**src/rtl/led_seq_pkg.sv**
```systemverilog
// Shared definitions for the LED pattern sequencer: instruction fields,
// opcodes and the controller state encoding.
package led_seq_pkg;

    localparam int OP_MSB  = 15;
    localparam int OP_LSB  = 12;
    localparam int ARG_MSB = 11;
    localparam int ARG_LSB = 8;
    localparam int IMM_MSB = 7;
    localparam int IMM_LSB = 0;

    localparam logic [3:0] OP_NOP  = 4'h0;
    localparam logic [3:0] OP_SHOW = 4'h1;
    localparam logic [3:0] OP_JUMP = 4'h2;
    localparam logic [3:0] OP_SETL = 4'h3;
    localparam logic [3:0] OP_DJNZ = 4'h4;
    localparam logic [3:0] OP_HALT = 4'h5;

    typedef enum logic [1:0] {
        ST_FETCH = 2'd0,
        ST_EXEC  = 2'd1,
        ST_WAIT  = 2'd2,
        ST_HALT  = 2'd3
    } seq_state_t;

endpackage

```
**src/rtl/led_seq_if.sv**
```systemverilog
// Program RAM read bus between the sequencer (master) and external RAM (slave).
interface led_seq_if #(
    parameter int ADDR_W = 8
);
    logic [ADDR_W-1:0] addrRd;
    logic [15:0]       dataRd;

    modport master (output addrRd, input dataRd);
    modport slave  (input addrRd, output dataRd);
endinterface

```
**src/rtl/led_tick_gen.sv**
```systemverilog
// Timing prescaler: counts 0..TICK_DIV-1 while enabled and flags the
// terminal count for one cycle. clr restarts the count from zero.
module led_tick_gen #(
    parameter int TICK_DIV = 3_125_000
) (
    input  logic clk,
    input  logic rst,
    input  logic clr,
    input  logic en,
    output logic tick
);
    localparam int CW = (TICK_DIV > 1) ? $clog2(TICK_DIV) : 1;

    logic [CW-1:0] cnt;

    assign tick = en && (cnt == CW'(TICK_DIV - 1));

    // Prescale counter; clear wins over enable so a new wait starts aligned.
    always_ff @(posedge clk or negedge rst) begin
        if (!rst) begin
            cnt <= '0;
        end else if (clr) begin
            cnt <= '0;
        end else if (en) begin
            cnt <= tick ? '0 : cnt + CW'(1);
        end
    end
endmodule

```
**src/rtl/led_seq_core.sv**
```systemverilog
// LED pattern sequencer: fetches 16-bit instructions from external RAM and
// drives a registered LED pattern with tick-timed hold periods.
//
//   state    | meaning
//   FETCH    | addrRd = pc presented, wait one cycle for RAM data
//   EXEC     | decode dataRd, update pc/lc/pattern
//   WAIT     | SHOW hold, counting arg+1 prescaler ticks
//   HALT     | stopped until reset, pattern holds
module led_seq_core
    import led_seq_pkg::*;
#(
    parameter int ADDR_W   = 8,
    parameter int PAT_W    = 8,
    parameter int TICK_DIV = 3_125_000
) (
    input  logic             clk,
    input  logic             rst,
    input  logic             run,
    led_seq_if.master        bus,
    output logic [PAT_W-1:0] outPattern,
    output logic             halted,
    output logic             illegal
);
    seq_state_t        state;
    logic [ADDR_W-1:0] pc;
    logic [7:0]        lc;
    logic [3:0]        tcnt;

    logic [3:0]        op;
    logic [3:0]        arg;
    logic [7:0]        imm;
    logic [ADDR_W-1:0] imm_addr;
    logic [ADDR_W-1:0] pc_inc;
    logic [7:0]        lc_dec;
    logic              tick;
    logic              tick_clr;
    logic              tick_en;

    assign op       = bus.dataRd[OP_MSB:OP_LSB];
    assign arg      = bus.dataRd[ARG_MSB:ARG_LSB];
    assign imm      = bus.dataRd[IMM_MSB:IMM_LSB];
    assign imm_addr = ADDR_W'(imm);
    assign pc_inc   = pc + ADDR_W'(1);
    assign lc_dec   = lc - 8'd1;

    // The RAM address is the program counter itself, so it is registered.
    assign bus.addrRd = pc;

    assign tick_clr = (state == ST_EXEC) && run && (op == OP_SHOW);
    assign tick_en  = (state == ST_WAIT) && run;

    led_tick_gen #(
        .TICK_DIV (TICK_DIV)
    ) u_tick (
        .clk  (clk),
        .rst  (rst),
        .clr  (tick_clr),
        .en   (tick_en),
        .tick (tick)
    );

    // Sequencer FSM with registered outputs; run = 0 freezes all progress.
    always_ff @(posedge clk or negedge rst) begin
        if (!rst) begin
            state      <= ST_FETCH;
            pc         <= '0;
            lc         <= '0;
            tcnt       <= '0;
            outPattern <= '0;
            halted     <= 1'b0;
            illegal    <= 1'b0;
        end else begin
            case (state)
                ST_FETCH: begin
                    if (run) state <= ST_EXEC;
                end
                ST_EXEC: begin
                    if (run) begin
                        state <= ST_FETCH;
                        case (op)
                            OP_NOP:  pc <= pc_inc;
                            OP_SHOW: begin
                                outPattern <= PAT_W'(imm);
                                tcnt       <= arg;
                                state      <= ST_WAIT;
                            end
                            OP_JUMP: pc <= imm_addr;
                            OP_SETL: begin
                                lc <= imm;
                                pc <= pc_inc;
                            end
                            OP_DJNZ: begin
                                // lc == 0 wraps to 255 and keeps looping.
                                lc <= lc_dec;
                                pc <= (lc_dec != 8'd0) ? imm_addr : pc_inc;
                            end
                            OP_HALT: begin
                                halted <= 1'b1;
                                state  <= ST_HALT;
                            end
                            default: begin
                                illegal <= 1'b1;
                                pc      <= pc_inc;
                            end
                        endcase
                    end
                end
                ST_WAIT: begin
                    if (tick) begin
                        if (tcnt == 4'd0) begin
                            pc    <= pc_inc;
                            state <= ST_FETCH;
                        end else begin
                            tcnt <= tcnt - 4'd1;
                        end
                    end
                end
                ST_HALT: begin
                    state <= ST_HALT;
                end
                default: state <= ST_FETCH;
            endcase
        end
    end
endmodule
```
**src/flat_wrapper.sv**
```systemverilog
// flat-port wrapper written by rule: the top's interface ports become plain ports
module led_seq_core_flat import led_seq_pkg::*;
#(
    parameter int ADDR_W   = 8,
    parameter int PAT_W    = 8,
    parameter int TICK_DIV = 3_125_000
)
  (clk, rst, run, outPattern, halted, illegal, bus_addrRd, bus_dataRd);
  led_seq_if #(.ADDR_W(ADDR_W)) bus_i ();
  input  logic clk;
  input  logic rst;
  input  logic run;
  output logic [PAT_W-1:0] outPattern;
  output logic halted;
  output logic illegal;
  output wire logic [$bits(bus_i.addrRd)-1:0] bus_addrRd;
  input wire logic [$bits(bus_i.dataRd)-1:0] bus_dataRd;
  assign bus_addrRd = bus_i.addrRd;
  assign bus_i.dataRd = bus_dataRd;
  led_seq_core #(.ADDR_W(ADDR_W), .PAT_W(PAT_W), .TICK_DIV(TICK_DIV)) u_core (.clk(clk), .rst(rst), .run(run), .bus(bus_i), .outPattern(outPattern), .halted(halted), .illegal(illegal));
endmodule
```
**config.mk**
```make
export PLATFORM = sky130hd
export DESIGN_NAME = led_seq_core_flat
export DESIGN_NICKNAME = d
export VERILOG_FILES = /design/src/rtl/led_seq_pkg.sv /design/src/rtl/led_seq_if.sv /design/src/rtl/led_tick_gen.sv /design/src/rtl/led_seq_core.sv /design/src/flat_wrapper.sv
export SDC_FILE = /design/constraint.sdc
export NUM_CORES = 1
export LEC_CHECK = 0
export BUFFER_PORTS_ARGS = -buffer_cell sky130_fd_sc_hd__buf_2
export CORE_MARGIN = 3
export CORE_UTILIZATION = 60
export CTS_BUF_LIST = sky130_fd_sc_hd__clkbuf_8
export CTS_CLUSTER_DIAMETER = 120
export DETAILED_ROUTE_END_ITERATION = 8
export PLACE_DENSITY_LB_ADDON = 0.05
export SYNTH_ARGS = -nofsm -noshare
export SYNTH_HDL_FRONTEND = slang
export SYNTH_SLANG_ARGS = --single-unit
```
**constraint.sdc**
```tcl
create_clock -name clk -period 5 [get_ports clk]
set_input_delay 0.5 -clock clk [delete_from_list [all_inputs] [get_ports clk]]
set_output_delay 0.5 -clock clk [all_outputs]
set_load 0.05 [all_outputs]
```
== Word level (Yosys, flattened, before mapping) ==
Index checks and enable logic that the tools add are counted.
Widths: inputs -> output; s select.

* Eq/ne operators: 16
* Add/sub/neg operators: 4
* Bitwise gates (word level): 1
* Multiplexer cells: 21
* Reductions and logical operators: 20

{| class="wikitable"
|+ Operators with widths
! operator !! number
|-
| $mux 22 || 3
|-
| $mux 8 || 4
|-
| $pmux 8 s2 || 2
|-
| $pmux 8 s3 || 1
|-
| $add 22x1->22 const B || 1
|-
| $eq 22x22->1 const B || 1
|-
| $mux 4 || 4
|-
| $ne 2x2->1 const B || 7
|-
| $reduce_and 3->1 || 4
|-
| $reduce_and 5->1 || 2
|-
| $add 8x1->8 const B || 1
|-
| $eq 4x2->1 const B || 2
|-
| $eq 4x3->1 const B || 2
|-
| $logic_not 4->1 || 2
|-
| $mux 2 || 4
|-
| $pmux 2 s4 || 1
|-
| $pmux 4 s2 || 1
|-
| $reduce_bool 8->1 || 1
|-
| $sub 8x1->8 const B || 1
|-
| $reduce_bool 2->1 || 3
|-
| $reduce_or 6->1 || 1
|-
| $eq 2x2->1 const B || 2
|-
| $eq 4x1->1 const B || 1
|-
| $logic_and 1x1->1 || 4
|-
| other kinds (7) || 7
|}

* Logic and storage cells: 70
* Input bits: 19
* Bits in registers: 54

== Logic depth before layout (Yosys ltp) ==
* Depth in word-level cells: 6
* Depth in mapped cells: 9
* Depth with buffers taken out: 8

== By module ==
From an unflattened synthesis, not the netlist that was laid out.

* Cells, all modules: 408
* Area, all modules: 3,493.4 sq um

{| class="wikitable"
|+ By module, submodules not included
! module !! seq. area each (sq um) !! times used !! cells each !! area an instance (sq um)
|-
| led_seq_core || 800.8 || 1 || 254 || 2,145.8
|-
| led_tick_gen || 550.5 || 1 || 154 || 1,347.5
|}

== Worst setup path after synthesis ==
No wires, ideal clock.

* Kind: reg-to-reg
* Start point: register u_core.lc[2]
* End point: register u_core.pc[6], in the netlist u_core.bus.addrRd[6]
* Clock period less this slack: 2.169 ns
* Stages on the path, launching flop included: 9
* Setup slack: 2.831 ns
* Data arrival time: 2.046 ns
* Path buffers: 2
* Library setup time: 0.123 ns
* Data required time: 4.877 ns
* Cells stage by stage: dfrtp_1 -> buf_6 -> or4_4 -> nor3b_4 -> o211ai_2 -> o21bai_4 -> buf_6 -> mux2i_1 -> a2bb2oi_2

* Longest elaborated chain between the ends: 6

{| class="wikitable"
|+ Ends and longest elaborated chain
! what !! RTL line !! source
|-
| start, declared || led_seq_core.sv:26 || <nowiki>logic [7:0] lc;</nowiki>
|-
| start signal, assigned || led_seq_core.sv:89 || <nowiki>lc <= imm;</nowiki>
|-
| start signal, assigned || led_seq_core.sv:94 || <nowiki>lc <= lc_dec;</nowiki>
|-
| $sub 8x1->8 || led_seq_core.sv:44 || <nowiki>assign lc_dec = lc - 8'd1;</nowiki>
|-
| $reduce_bool 8->1 || led_seq_core.sv:95 || <nowiki>pc <= (lc_dec != 8'd0) ? imm_addr : pc_inc;</nowiki>
|-
| $mux 8 || led_seq_core.sv:95 ||
|-
| $pmux 8 s3 || led_seq_core.sv:80 || <nowiki>case (op)</nowiki>
|-
| $mux 8 || led_seq_core.sv:78 || <nowiki>if (run) begin</nowiki>
|-
| $pmux 8 s2 || led_seq_core.sv:73 || <nowiki>case (state)</nowiki>
|-
| end signal, assigned || led_seq_core.sv:81 || <nowiki>OP_NOP: pc <= pc_inc;</nowiki>
|-
| end signal, assigned || led_seq_core.sv:87 || <nowiki>OP_JUMP: pc <= imm_addr;</nowiki>
|-
| end signal, assigned || led_seq_core.sv:95 ||
|-
| end, declared || led_seq_core.sv:25 || <nowiki>logic [ADDR_W-1:0] pc;</nowiki>
|}

Every way passes these cells. The select of a mux whose other input is x is not followed.
A chain may end at the register's enable or synchronous reset.

== Final worst setup path ==
* Start point: register u_core.u_tick.cnt[0]
* End point: register u_core.pc[2], in the netlist u_core.bus.addrRd[2]

* Longest elaborated chain between the ends: 4

{| class="wikitable"
|+ Ends and longest elaborated chain
! what !! RTL line !! source
|-
| start, declared || led_tick_gen.sv:14 || <nowiki>logic [CW-1:0] cnt;</nowiki>
|-
| start signal, assigned || led_tick_gen.sv:25 || <nowiki>cnt <= tick ? '0 : cnt + CW'(1);</nowiki>
|-
| $eq 22x22->1 || led_tick_gen.sv:16 || <nowiki>assign tick = en && (cnt == CW'(TICK_DIV - 1));</nowiki>
|-
| $logic_and 1x1->1 || led_tick_gen.sv:16 ||
|-
| $ne 2x2->1 (no line) || - ||
|-
| $reduce_and 5->1 (no line) || - ||
|-
| end signal, assigned || led_seq_core.sv:81 ||
|-
| end signal, assigned || led_seq_core.sv:87 ||
|-
| end signal, assigned || led_seq_core.sv:90 || <nowiki>pc <= pc_inc;</nowiki>
|}

Every way passes these cells.

==> results by group <==
Timing
  – Setup-failing EPs final: 0
  – Final count of hold timing violations: 0
  – Crit path time final: 2740 ps
  – Setup total negative slack: 0 ps
  – Slew margin rel.: 31.3%
  – Achievable frequency: 365 MHz
  – Clock skew after layout: 5.76 ps
  – RSZ-0062 raised after global routing: no
  – Final period util: 54.8%
  – Slew at the pin with the worst max-slew slack: 1020 ps
  – Fin. max-slew vios: 0
  – Final-layout worst hold slack: 284 ps

GRT
  – Total routing usage reported by global routing: 23.9%
  – Overflow after GRT: 0
  – Initial antenna violation count: 0
  – Global-route wire length before repair: 11600 µm
  – Largest net degree at the start of global routing: 55
  – Vias in the first global route: 2405

Floorplanning
  – Die width: 78.1 µm
  – Boundary Pins: 37
  – Number of rows in the core area: 25
  – Placeable core region: 0.00488 mm²
  – Initial core utilization: 63.8%
  – Full die area: 0.00609 mm²
  – Height of the die: 78.1 µm

Critical path
  – Category of the most critical setup path: flip-flop to flip-flop
  – Kind of end point of the critical path: flip-flop
  – CP Cell Sequence: ha_1 -> nand2_1 -> nor4_1 -> nand4_1 -> a21oi_1 -> nand3_1 -> o22a_1
  – Critical Path Max Stage Delay: 760 ps
  – Launch point of the critical path: u_core.u_tick.cnt[0]$_DFFE_PN0P_
  – CP required: 5200 ps
  – Flop2flop setup slack: 2260 ps
  – Reg2Reg Depth: 7
  – Master of the slowest instance on the critical path: sky130_fd_sc_hd__a21oi_1
  – RR Endpoint: u_core.bus.addrRd[2]$_DFFE_PN0P_
  – Worst-path fanout max: 11
  – End of the critical path: u_core.bus.addrRd[2]$_DFFE_PN0P_
  – Launch instance of the worst register-to-register path: u_core.u_tick.cnt[0]$_DFFE_PN0P_
  – Launching element type of the critical path: flip-flop
  – Arrival time at the worst endpoint: 2940 ps

Yosys
  – Synth Area per Inst: 9.41 µm²
  – Fraction of registers with async set or reset after synthesis: 100%
  – Cell types with the largest area share after synthesis: sky130_fd_sc_hd__dfrtp_1 43%, sky130_fd_sc_hd__nor2_1 4.0%, sky130_fd_sc_hd__xor2_1 3.7%, sky130_fd_sc_hd__nand2_1 3.5%, sky130_fd_sc_hd__o21ai_0 3.2%
  – Register bit count reported by yosys: 54
  – Synth Area in Simple Gates: 23.9%
  – Post-synthesis cell type count: 58
  – Ys flop type: sky130_fd_sc_hd__dfrtp_1
  – Yosys top cell area share: 43.4%
  – Adder-cell share of the synthesized area: 2.01%
  – Post-synthesis sequential area ratio: 43.4%
  – EDFF count, synth: 0
  – Post-synthesis compound-gate area fraction: 17.9%
  – Synthesized net count: 355
  – Xor and xnor area share after synthesis: 5.06%
  – Post-Synthesis Cells: 331
  – Multiplexer share of the synthesized area: 4.50%
  – Total number of yosys warnings: 0
  – Largest area contributor in the synthesized netlist: sky130_fd_sc_hd__dfrtp_1
  – Cell Area, Synth: 0.00312 mm²
  – Combinational family with the most area after synthesis: simple AND/OR/NAND/NOR gates

Routing
  – DRC violations left: 0
  – Starting DRC count in detailed routing: 198
  – Via Count: 2583
  – Antenna-violating nets left: 0
  – Average wire length per cell after detail routing: 15.5 µm
  – Drt pass-1 iters: 4
  – Vias/cell: 5.97
  – Wire length after detailed routing: 6710 µm

Final layout
  – Proportion of layout cells with a drive suffix above 1: 19.4%
  – Post-layout net count: 389
  – Area Overhead vs Synth: 10.4%
  – ANT cells: 0
  – Utilization after layout: 70.5%

Run status
  – Result of the run: completed

Place
  – Gp weighted congestion: 0.811
  – Half-perimeter wire length of the detailed placement result: 4860 µm
  – Port Buffer Count: 36

Clocking
  – Clock insertion delay at the later pin of the skew report: 310 ps
  – Clock transition at the registers of the reported paths: 100 ps
  – CTS buffer count: 5
  – Cts hold-fix bufs: 0
  – Clock tree from TritonCTS: built
  – Root buf cell: sky130_fd_sc_hd__clkbuf_8
  – Post-CTS Resized: 0
  – CTS max path bufs: 2
  – H-Tree Depth: 2
  – Post-CTS setup repair buffer count: 0
  – Number of clock sinks: 54

Flow run
  – # Max-Cap Violations: 0

Pwr
  – Combinational power share: 33.7%
  – Sw power: 494 µW
  – Maximum vdd ir drop: 0.245 mV
  – Share of total power in the clock network: 20.6%
  – Power density over the cells: 365 mW/mm²
  – Sequential share of power: 45.8%
  – Static Leakage: 0.00155 µW
  – Switching Fraction: 39.4%
  – Cell-internal power: 761 µW

Worst hold path
  – Worst min path class: input pin to async pin
-- synth_stat cells (all sizes together) (2+ instances only) --
cell and number:
dfrtp 54, nor2 33, nand2 29, o21ai 21, a21oi 18, nand3 18
xor2 13, inv 10, nand4 9, o22a 9, mux2 8, nor3 7
buf 6, clkbuf 6, nor3b 6, or3 6, a31oi 5, and3 5
ha 5, mux2i 5, nor2b 5, xnor2 5, a22o 4, a2bb2oi 4
nand2b 4, nor4b 4, a32o 3, nor4 3, o21bai 3, o31ai 3
a31o 2, and3b 2, o211ai 2, or4 2
-- critical path, delay by kind of cell (launching register included) --
| family | cells | cell delay, ps |
|---|---|---|
| adders and majority gates | 1 | 210 |
| DFF | 1 | 410 |
| and+or+nand+nor | 4 | 1020 |
| AOI/OAI and AO/OA | 2 | 990 |
-- state kept, by name (all words and copies together), names as in the netlist --
register           cells
u_core.illegal         1
u_core.lc              8
u_core.u_tick.cnt     22
u_core.tcnt            4
u_core.outPattern      8
u_core.bus.addrRd      8
u_core.halted          1
u_core.state           2
-- cell families after synthesis --
| logic type | after synthesis |
|---|---|
| flip-flops | 54 |
| buffers and inverters | 22 |
| AO/OA/AOI/OAI | 80 |
| AND/OR/NAND/NOR | 139 |
| adder cells (fa/ha/maj) | 5 |
| XOR/XNOR | 18 |
| multiplexers | 13 |
-- metal layers --
metal	GRT usage (%)	vias to the layer above	routed length, µm
li1	-	1275	-
met1	37.9	1256	3440
met2	33.6	46	2940
met3	3.78	6	241
met4	6.99	0	81
met5	0	-	0
-- worst min path at each step --
stage,endpoint,from,cells after the start
floorplan,u_core.bus.addrRd[0]$_DFFE_PN0P_,rst,0
global route,u_core.u_tick.cnt[18]$_DFFE_PN0P_,rst,2
CTS,u_core.bus.addrRd[6]$_DFFE_PN0P_,rst,2
finish,u_core.u_tick.cnt[18]$_DFFE_PN0P_,rst,2
detailed placement,u_core.halted$_DFFE_PN0P_,u_core.halted$_DFFE_PN0P_,1
global placement,u_core.illegal$_DFFE_PN0P_,u_core.illegal$_DFFE_PN0P_,1
-- power groups by stage --
| stage | Clock, µW | Sequential [µW] | Combinational [µW] |
|---|---|---|---|
| 2_1_floorplan | 0 | 649 | 253 |
| 3_3_place_gp | 0 | 577 | 414 |
| 3_5_place_dp | 0 | 581 | 424 |
| 4_1_cts | 262 | 573 | 425 |
| 5_1_grt | 280 | 591 | 465 |
| 6_report | 258 | 574 | 423 |
-- per-stage QoR --
step                power [µW]  cell area, µm²  worst slack, ps  instances
global route              1340            3440             1950        433
floorplan                  902            3120             2830        331
global placement           991            3340             2350        425
CTS                       1260            3440             2300        433
finish                    1250            3440             2260        433
detailed placement        1000            3340             2280        425
-- layout by cell type (no fill, tap or decap), drive strengths merged, types with 7 or more instances in the layout --
cell,synthesis,layout
a21oi,18,18
buf,6,39
dfrtp,54,54
inv,10,10
mux2,8,8
nand2,29,29
nand3,18,18
nand4,9,9
nor2,33,33
nor3,7,7
o21ai,21,21
o22a,9,9
xor2,13,13
-- area by class of cell --
type	instances	area [µm²]
Multi-Input combinational cell	255	1670
Fill cell	403	1440
Sequential cell	54	1350
Timing Repair Buffer	39	203
Tap cell	67	83.8
Clock buffer	6	82.6
Inverter	10	37.5
Clock inverter	2	12.5
No activity file was read; power rests on OpenSTA's default activity.
